[config.mk]
export PLATFORM = sky130hd
export DESIGN_NAME = voq_scheduler
export DESIGN_NICKNAME = d
export VERILOG_FILES = /design/src/rtl/voq_scheduler.sv
export SDC_FILE = /design/constraint.sdc
export NUM_CORES = 1
export LEC_CHECK = 0
export CORE_UTILIZATION = 26
export DETAILED_ROUTE_END_ITERATION = 8
export PLACE_DENSITY = 0.53
export SYNTH_ARGS = -nofsm -noshare
export SYNTH_HDL_FRONTEND = slang
export SYNTH_SLANG_ARGS = --single-unit
[constraint.sdc]
create_clock -name clk -period 4.7 [get_ports clk]
set_clock_uncertainty 0.1 [all_clocks]
set_input_delay 0.705 -clock clk [delete_from_list [all_inputs] [get_ports clk]]
set_output_delay 0.705 -clock clk [all_outputs]
set_load 0.05 [all_outputs]
[src/rtl/voq_scheduler.sv]
//------------------------------------------------------------------------------
// Module      : voq_scheduler
// Description : 4x4 crossbar scheduler over virtual output queues. Serves one
//               ingress per cycle, picks an egress by round-robin or a priority
//               list, and guarantees a conflict-free matching.
// Revision    : 1.0 - initial release
//------------------------------------------------------------------------------
`default_nettype none
`timescale 1ns/1ps

module voq_scheduler (
  input  logic        clk,
  input  logic        reset_n,
  input  logic        start,
  input  logic [15:0] voq_empty_all,
  input  logic        policy,
  input  logic [31:0] prio_all,
  output logic        busy,
  output logic        done,
  output logic [7:0]  sched_egress,
  output logic [3:0]  sched_valid
);

  typedef enum logic [1:0] {
    IDLE = 2'd0,
    PICK = 2'd1,
    DONE = 2'd2
  } state_t;

  state_t      state;
  state_t      state_nxt;

  logic [15:0] empty_snap;
  logic        policy_snap;
  logic [31:0] prio_snap;
  logic [3:0]  picked;
  logic [1:0]  step;
  logic [1:0]  ingress_ptr;
  logic [7:0]  voq_ptr;

  logic [1:0]  cur;
  logic [3:0]  cand_mask;
  logic [7:0]  prio_row;
  logic [1:0]  ptr_cur;
  logic        hit;
  logic [1:0]  hit_egress;
  logic [1:0]  probe;
  logic [7:0]  egress_nxt;
  logic [3:0]  valid_nxt;

  // Ingress served this cycle rotates with ingress_ptr for fairness.
  assign cur       = ingress_ptr + step;
  assign cand_mask = ~empty_snap[{cur, 2'b00} +: 4] & ~picked;
  assign prio_row  = prio_snap[{cur, 3'b000} +: 8];
  assign ptr_cur   = voq_ptr[{cur, 1'b0} +: 2];

  // First-hit search over four probes; order depends on the latched policy.
  always_comb begin
    hit        = 1'b0;
    hit_egress = 2'd0;
    probe      = 2'd0;
    for (int k = 0; k < 4; k++) begin
      if (policy_snap) begin
        probe = prio_row[(3 - k) * 2 +: 2];
      end else begin
        probe = ptr_cur + 2'(k);
      end
      if (!hit && cand_mask[probe]) begin
        hit        = 1'b1;
        hit_egress = probe;
      end
    end
  end

  // Schedule as it will look after committing the current ingress.
  always_comb begin
    egress_nxt                      = sched_egress;
    valid_nxt                       = sched_valid;
    egress_nxt[{cur, 1'b0} +: 2]    = hit ? hit_egress : 2'd0;
    valid_nxt[cur]                  = hit;
  end

  // State register.
  always_ff @(posedge clk or negedge reset_n) begin
    if (!reset_n) begin
      state <= IDLE;
    end else begin
      state <= state_nxt;
    end
  end

  // Next-state and status outputs; start is only honoured in IDLE.
  always_comb begin
    state_nxt = state;
    busy      = 1'b0;
    done      = 1'b0;
    case (state)
      IDLE: begin
        if (start) state_nxt = PICK;
      end
      PICK: begin
        busy = 1'b1;
        if (step == 2'd3) state_nxt = DONE;
      end
      DONE: begin
        busy      = 1'b1;
        done      = 1'b1;
        state_nxt = IDLE;
      end
      default: state_nxt = IDLE;
    endcase
  end

  // Snapshot capture, per-step commit, and pointer update on the final step.
  always_ff @(posedge clk or negedge reset_n) begin
    if (!reset_n) begin
      empty_snap   <= 16'd0;
      policy_snap  <= 1'b0;
      prio_snap    <= 32'd0;
      picked       <= 4'd0;
      step         <= 2'd0;
      ingress_ptr  <= 2'd0;
      voq_ptr      <= 8'd0;
      sched_egress <= 8'd0;
      sched_valid  <= 4'd0;
    end else begin
      case (state)
        IDLE: begin
          if (start) begin
            empty_snap  <= voq_empty_all;
            policy_snap <= policy;
            prio_snap   <= prio_all;
            picked      <= 4'd0;
            sched_valid <= 4'd0;
            step        <= 2'd0;
          end
        end
        PICK: begin
          sched_egress <= egress_nxt;
          sched_valid  <= valid_nxt;
          if (hit) picked[hit_egress] <= 1'b1;
          step <= step + 2'd1;
          if (step == 2'd3) begin
            ingress_ptr <= ingress_ptr + 2'd1;
            for (int i = 0; i < 4; i++) begin
              if (valid_nxt[i]) begin
                voq_ptr[i * 2 +: 2] <= egress_nxt[i * 2 +: 2] + 2'd1;
              end
            end
          end
        end
        default: ;
      endcase
    end
  end

endmodule

`default_nettype wire

# Yosys cells after proc, flatten, opt, wreduce, memory -nomap -nowiden
# Index checks and enable logic that the tools add are counted.
[totals]
reg_bits = 79
latchBits = 0
ram_bits = 0
romBits = 0
inputBits = 52
output_inout_bits = 14
elab_cells = 105
n_memories = 0
[classes]
addsub = 11
n_mul = 0
div = 0
n_lt_le_gt_ge = 8
eq_ne = 6
shift = 5
muxes = 38
n_bitwise = 4
reduce_logical = 20
[op_table]
columns = ["operator", "count"]
rows = [
  ["$shiftx A32 B6 Y8", 1],
  ["$mux W2", 12],
  ["$lt A2 B3 Y1 const B", 6],
  ["$pmux W4 S2", 2],
  ["$shiftx A16 B5 Y4", 1],
  ["$reduce_and A3 Y1", 5],
  ["$add A2 B1 Y2 const B", 7],
  ["$mux W1", 12],
  ["$bmux W1 S2", 4],
  ["$bwmux W8", 1],
  ["$mux W4", 2],
  ["$not A4 Y4", 2],
  ["$pmux W2 S2", 2],
  ["$reduce_and A2 Y1", 4],
  ["$shift A2 B5 Y8 const A", 1],
  ["$shiftx A2 B5 Y8", 1],
  ["$shiftx A8 B4 Y2", 1],
  ["$ne A2 B2 Y1 const B", 3],
  ["$logic_and A1 B1 Y1", 5],
  ["$neg A3 Y5", 1],
  ["$add A2 B2 Y2 const B", 2],
  ["$and A4 B4 Y4", 1],
  ["$bwmux W4", 1],
  ["$demux W1 S2", 2],
  ["other kinds (9)", 13],
]

# Depth between registers and ports, before layout
# Gate-level depths: netlist (run 1).
[depth]
depth_word = 23
depth_mapped = 13
depth_no_buf = 11

# Worst setup path after synthesis (run 1)
# No wires, ideal clock.
[synth_path]
kind = "register -> register"
startpoint = "reg step[0]"
endpoint = "reg voq_ptr[0]"
setup_time_ns = 0.125
t_arrival_ns = 3.194
slack_ns = 1.282
path_stages_with_launch = 14
n_path_buf = 2
synth_period_minus_slack_ns = 3.418
cell_sequence = "dfrtp_1 ha_1 buf_4 buf_4 mux2i_1 mux4_2 nor3b_1 o211ai_1 nand4_2 a21oi_1 a21oi_1 nor3b_1 mux2i_1 mux2_2"
[synth_via]
elab_chain_len = 20
word_cells_on_any_way = 49
[synth_lines]
columns = ["element", "line", "source"]
rows = [
  ["start: declaration", "37", "logic [1:0] step;"],
  ["start signal: assignment", "142", "step <= step + 2'd1;"],
  ["branches (longest 20 deep; another with $add A2 B2 Y2)", "-", ""],
  ["end signal: indexed assignment", "147", "voq_ptr[i * 2 +: 2] <= egress_nxt[i * 2 +: 2] + 2'd1;"],
  ["end: declaration", "39", "logic [7:0] voq_ptr;"],
]
# Parallel ways; which one is timed is not known. The select of a mux whose other input is x is not followed.
# A chain may end at the register's enable or synchronous reset.

# Worst setup path in the final report (run 1)
[layout_path]
startpoint = "reg step[0]"
endpoint = "reg voq_ptr[3]"
# The elaborated chain is that of the path after synthesis.

==> Flow_metrics.wiki, run 1 <==
{| class="wikitable"
! Metric !! Value
|-
| TritonRoute pass-1 iters || 4
|-
| Clock Tree Root || clkbuf_16
|-
| Depth of the worst hold-timing path || 1
|-
| Highest clock frequency the design can meet || between 200 and 300 MHz
|-
| Commonest cells after routing, fill and taps aside || dfrtp_1, clkdlybuf4s50_1, mux2_2
|-
| Share of cells above drive strength 1 || between 20% and 30%
|-
| HPWL after detailed placement || 7294 um
|-
| Setup Buffers After CTS || 0
|-
| All-layer global routing usage || 12.11%
|-
| Maximum number of pins on one net before global-route repair || 80
|-
| Count of yosys warnings during synthesis || 0
|-
| Antenna violations before repair || 0
|-
| Gate count after technology mapping || 369
|-
| Worst hold slack across all endpoints || just under 400 ps
|-
| RSZ-0062 raised after global routing || no
|-
| GP Congestion || 0.7862
|-
| Kind of critical path || reg -> reg
|-
| CTS sink count || 79
|-
| Kind of end point of the critical path || flip-flop
|-
| Post-route setup TNS || 0 ps
|-
| Port Buffers || 65
|-
| Die Width || 131.5 um
|-
| TritonCTS clock tree || built
|-
| Count of maximum capacitance violations || 0
|-
| Number of CTS-inserted buffers || 9
|-
| Congestion Overflow GR || 0
|-
| # H-tree levels || 3
|-
| Average cell area after synthesis || 11.81 sq um
|-
| Total die area || 0.01728 sq mm
|-
| Number of placed I/O pins || 66
|-
| Reg-to-Reg Start || step[0]$_DFFE_PN0P_
|-
| Final setup violation count || 0
|-
| Min-Delay Endpoint || ingress_ptr[1]$_DFFE_PN0P_
|-
| Via count of the first global-routing pass || 3,272
|-
| Period utilisation layout || 83.05%
|-
| Non-filler instance count after layout || 653
|-
| NumNets Final || 493
|-
| Final number of hold-violating endpoints || 0
|-
| Number of remaining DRC errors || 0
|-
| WP data arrival || about 4100 ps
|-
| Initial detailed-routing violation count || between 100 and 150
|-
| Share of the core filled with cells || 34.23%
|-
| Drt wl/cell || 14.98 um
|-
| Wire length of the first global-routing pass || 16,400 um
|-
| Post-CTS Resized || 0
|-
| Net count after synthesis || 430
|-
| Run status || complete, no violations
|-
| Terminus of the critical flop-to-flop path || voq_ptr[3]$_DFFE_PN0P_
|-
| Class of the tightest hold or removal check || reg -> reg
|-
| Relative slew margins || 18.23%
|-
| Depth of the worst register-to-register path || 11
|-
| Shortest clock period the worst path allows after layout || 3903 ps
|-
| Number of placed instances with taps included || 637
|-
| Kind of start point of the critical path || flip-flop
|-
| Synth Cell Area || 0.004358 sq mm
|-
| Overall via count from detail_route || 3,055
|-
| Distinct cell type count after synthesis || 45
|-
| Number of antenna-violating nets in the routed design || 0
|-
| Bufs on Longest Clock Path || 2
|-
| Fraction of the yosys area taken by sequential cells || 45.36%
|-
| Layout area overhead || 26.59%
|-
| Yosys reg bits || 79
|-
| Initial cell density of the core || between 20% and 30%
|-
| Leading cell type in the layout, fill and taps excluded || dfrtp_1
|-
| Clock latency on the worst-skew pair || approximately 350 ps
|-
| Antenna diode count || 0
|-
| Total Wirelength || a little under 10,000 um
|-
| Standard cell core area || 0.01612 sq mm
|-
| Transition time of the tightest slew-check pin || 1222 ps
|-
| Minimum setup slack among reg-to-reg paths || 800 ps
|-
| Clock Pin Slew Worst Setup and Hold Paths || 60 ps
|-
| Number of hold-repair buffers added at the cts stage || 0
|-
| Min-delay src || ingress_ptr[1]$_DFFE_PN0P_
|-
| Average vias per placed instance || around 4.7
|-
| Highest net fanout along the worst path || 17
|-
| Worst path required time || about 4900 ps
|-
| Number of core rows || 46
|-
| Final Slew Violations || 0
|-
| Chip height || 131.5 um
|}
## per-stage QoR
stage / area, sq um / setup WS (ps)
after floorplan: 4358 / 1282
final: 5517 / 796.8
after global routing: 5517 / 467.3
after global placement: 5218 / 851.4
after detailed placement: 5218 / 770.6
after CTS: 5517 / 763.4
## Yosys cell counts, drive strengths merged
cell type | number | share of area [%]
mux4 | 8 | 4.2
a32o | 1 | 0.23
a22oi | 1 | 0.17
ha | 9 | 2.6
xnor2 | 11 | 2.4
o21ai | 21 | 2.4
o211ai | 1 | 0.17
o32a | 1 | 0.52
mux2i | 38 | 8.7
inv | 10 | 0.86
o31ai | 4 | 0.69
nand4 | 1 | 0.29
buf | 10 | 1.4
or2 | 1 | 0.14
a21oi | 10 | 1.1
o2bb2ai | 1 | 0.20
nor3 | 7 | 0.80
nand3 | 4 | 0.46
o21ba | 1 | 0.23
a211o | 3 | 0.60
nor3b | 3 | 0.52
xnor3 | 1 | 0.52
a31oi | 2 | 0.29
mux2 | 64 | 17
nand2 | 32 | 2.8
dfrtp | 79 | 45
nand2b | 2 | 0.29
a22o | 1 | 0.20
o22ai | 3 | 0.43
nand4b | 1 | 0.20
o21a | 1 | 0.17
nor4 | 1 | 0.49
a211oi | 2 | 0.57
nor2b | 3 | 0.43
nor2 | 25 | 2.4
clkbuf | 6 | 0.52
## worst max path at each step
stage	startpoint	to	slack, ps	depth (start not counted)
after global placement	step[0]$_DFFE_PN0P_	voq_ptr[5]$_DFFE_PN0P_	850	11
after CTS	step[0]$_DFFE_PN0P_	voq_ptr[3]$_DFFE_PN0P_	760	11
after floorplan	step[0]$_DFFE_PN0P_	voq_ptr[0]$_DFFE_PN0P_	1280	13
after global routing	step[0]$_DFFE_PN0P_	voq_ptr[4]$_DFFE_PN0P_	470	12
final	step[0]$_DFFE_PN0P_	voq_ptr[3]$_DFFE_PN0P_	800	11
after detailed placement	step[0]$_DFFE_PN0P_	voq_ptr[2]$_DFFE_PN0P_	770	11
## state kept, by name (all words and copies together), names as in the netlist
signal / cells
empty_snap: 16
ingress_ptr: 2
picked: 4
policy_snap: 1
prio_snap: 32
sched_egress: 8
sched_valid: 4
state: 2
step: 2
voq_ptr: 8
## kinds of logic after synthesis
group	Yosys count	share of synthesized area, %
xor gates and xnor gates	12	2.900
AOI/OAI and AO/OA	53	8.039
and+or+nand+nor	80	8.757
buffers and inverters	26	2.785
adders and majority gates	9	2.584
DFF	79	45.36
muxes	110	29.57
## metal layers
layer	vias to the layer above	track usage, %	wire, um
li1	1461	-	-
met3	16	3.819	546
met4	0	4.587	159
met5	-	0	0
met1	1485	15.45	4607
met2	93	19.05	4471
## worst max-delay path: stages, from the launching register on
cell     delay [ps]
dfrtp_1         410
ha_1            520
buf_4           370
mux2_2          380
mux4_2          490
nor3_1          170
o21ai_0         160
nand4_2         220
o21ba_1         180
o32a_4          360
xnor2_2         190
o31ai_1         260
## area by class of cell
class / instances / area (sq um)
Clock inverter: 6 / 60.06
Inverter: 10 / 37.54
Sequential cell: 79 / 1977
Multi-Input combinational cell: 264 / 2262
Timing Repair Buffer: 68 / 670.6
Tap cell: 216 / 270.3
Fill cell: 1625 / 10600
Clock buffer: 10 / 239.0
Power of run 1 is left out: the tool's default activity adds up to more than one toggle a clock period on the data nets, which glitch-free logic cannot reach.
==> run 2: changes to the inputs <==
Settings changed: PLACE_DENSITY 0.53 to 0.55.
Clock period 4.7 ns to 3.3 ns, I/O delays scaled along.
==> run 2 against run 1 <==
  * The run now ends with negative setup slack left
  * Flip-flop and latch count stayed put
  * Clock-buffer cell count is 1 lower
  * Hold slack worse by 220 ps
  * Sequential share of layout area down 3.8 points
  * Critical path type unchanged
  * Critical endpoint is now voq_ptr[7]$_DFFE_PN0P_
  * Largest cell class unchanged
==> Flow_metrics.wiki, run 2 (same netlist as run 1, synthesis figures left out) <==
{| class="wikitable"
! Metric !! Value
|-
| Run status || finished, violations left
|-
| Failing checks || negative setup slack
|-
| Reg-to-Reg Start || step[0]$_DFFE_PN0P_
|-
| Via count of the first global-routing pass || roughly 3,400
|-
| Multi-input combinational cell area || 0.002439 sq mm
|-
| Congestion Overflow GR || 0
|-
| Filler Cells Inserted || 1,579
|-
| Relative slew margins || 31.25%
|-
| WL met1 || 4927 um
|-
| Highest metal layer with signal wires || met4
|-
| TritonRoute pass-1 iters || 4
|-
| Wire length of the first global-routing pass || between 15,000 and 20,000 um
|-
| Clock Tree Root || clkbuf_16
|-
| Share of cells above drive strength 1 || 36.01%
|-
| Total Wirelength || 10,560 um
|-
| Antenna violations before repair || 0
|-
| Highest net fanout along the worst path || 7
|-
| Sequential standard cell area || 0.001977 sq mm
|-
| Highest clock frequency the design can meet || approximately 300 MHz
|-
| WP data arrival || 3550 ps
|-
| Kind of critical path || reg -> reg
|-
| Kind of start point of the critical path || flip-flop
|-
| Initial cell density of the core || 27.04%
|-
| Worst hold slack across all endpoints || 178.6 ps
|-
| GP Congestion || roughly 0.84
|-
| Number of CTS-inserted buffers || 9
|-
| Number of remaining DRC errors || 0
|-
| TritonCTS clock tree || built
|-
| # H-tree levels || 3
|-
| Number of placed instances with taps included || 672
|-
| Bufs on Longest Clock Path || 2
|-
| Period utilisation layout || 103.7%
|-
| Number of placed I/O pins || 66
|-
| Total die area || 0.01728 sq mm
|-
| Number of core rows || 46
|-
| Final number of hold-violating endpoints || 0
|-
| Depth of the worst register-to-register path || 10
|-
| Minimum setup slack among reg-to-reg paths || -120 ps
|-
| Number of antenna-violating nets in the routed design || 0
|-
| Kind of end point of the critical path || flip-flop
|-
| HPWL after detailed placement || 7856 um
|-
| Count of maximum capacitance violations || 0
|-
| Capturing instance or port of the critical path || voq_ptr[7]$_DFFE_PN0P_
|-
| Initial detailed-routing violation count || 146
|-
| Clock latency on the worst-skew pair || 340 ps
|-
| Chip height || 131.5 um
|-
| Drt wl/cell || ~15 um
|-
| Registers with the most flip-flops || prio_snap: 32 flops, empty_snap: 16 flops
|-
| Met3 layer wire length in the routed design || around 440 um
|-
| Non-filler instance count after layout || 702
|-
| Die Width || 131.5 um
|-
| Class of the tightest hold or removal check || in -> async
|-
| Biggest register || prio_snap
|-
| Shortest clock period the worst path allows after layout || 3423 ps
|-
| Transition time of the tightest slew-check pin || around 1000 ps
|-
| Average vias per placed instance || 4.591
|-
| NumNets Final || 543
|-
| Overall via count from detail_route || around 3,200
|-
| Terminus of the critical flop-to-flop path || voq_ptr[7]$_DFFE_PN0P_
|-
| Crit path launch || step[0]$_DFFE_PN0P_
|-
| Layout area overhead || 41.52%
|-
| All-layer global routing usage || between 10% and 20%
|-
| Port Buffers || 65
|-
| Clock Pin Slew Worst Setup and Hold Paths || about 60 ps
|-
| Worst path required time || 3420 ps
|-
| Setup WS post-layout || -123.1 ps
|-
| Standard cell core area || between 0.015 and 0.02 sq mm
|-
| Commonest cells after routing, fill and taps aside || dfrtp_1, clkdlybuf4s50_1, mux2_2
|-
| Number of flip-flops in the largest register || 32
|-
| Detailed-routed wire length on met2 || 4990 um
|-
| CTS sink count || 79
|-
| Maximum number of pins on one net before global-route repair || 80
|-
| Final setup violation count || 14
|-
| Antenna diode count || 0
|-
| Final Slew Violations || 0
|-
| Number of hold-repair buffers added at the cts stage || 0
|-
| Leading cell type in the layout, fill and taps excluded || dfrtp_1
|-
| RSZ-0062 raised after global routing || yes
|-
| Worst setup slack before clock tree synthesis || -231.3 ps
|}
## run 2: cell types whose count changed in the layout (fill, tap and decap cells not counted), sizes merged
cell,before,now
buf,4,54
clkbuf,10,9
clkinvlp,2,0
clkinv,3,2
bufinv,1,4
## run 2: critical path, cell delays in order, from the launching register on
cell,delay [ps]
dfrtp_1,410
ha_4,340
buf_4,130
mux4_2,520
mux2i_4,220
mux2_4,330
mux2_4,310
o21ba_4,200
o32a_4,360
xnor2_4,290
o31ai_2,90
## run 2: area by class of cell
class / count / area share [%]
Multi-Input combinational cell: 264 / 39.54
Sequential cell: 79 / 32.06
Timing Repair Buffer: 118 / 17.59
Tap cell: 216 / 4.382
Clock buffer: 9 / 3.652
Clock inverter: 6 / 2.171
Inverter: 10 / 0.6086
## run 2: how the worst min path moves through the flow
stage | start | to | slack (ps)
floorplan | reset_n | empty_snap[0]$_DFFE_PN0P_ | 100
global placement | prio_snap[24]$_DFFE_PN0P_ | prio_snap[24]$_DFFE_PN0P_ | 380
global route | reset_n | sched_valid[1]$_DFFE_PN0P_ | 310
CTS | reset_n | sched_valid[2]$_DFFE_PN0P_ | 270
finish | reset_n | sched_valid[1]$_DFFE_PN0P_ | 180
detailed placement | prio_snap[11]$_DFFE_PN0P_ | prio_snap[11]$_DFFE_PN0P_ | 390
## run 2: what timing repair did
item,in CTS,in global routing
buffers inserted,9,6
endpoints found under the setup margin,23,24
pin swaps,16,10
gates resized for setup,31,21
## run 2: stage by stage
step	setup TNS (ps)	area, sq um	utilization [%]
finish	-1143	6167	38.27
global placement	-1299	5509	34.18
CTS	-1025	6050	37.54
global route	-3209	6167	38.27
floorplan	0	4378	-
detailed placement	-2723	5509	34.18
## run 2: routing by layer
| metal | up-vias | track usage (%) |
|---|---|---|
| met1 | 1578 | 16.73 |
| met2 | 75 | 20.63 |
| met5 | - | 0 |
| met3 | 13 | 3.356 |
| li1 | 1557 | - |
| met4 | 0 | 5.556 |
Power of run 2 is left out for the same reason.
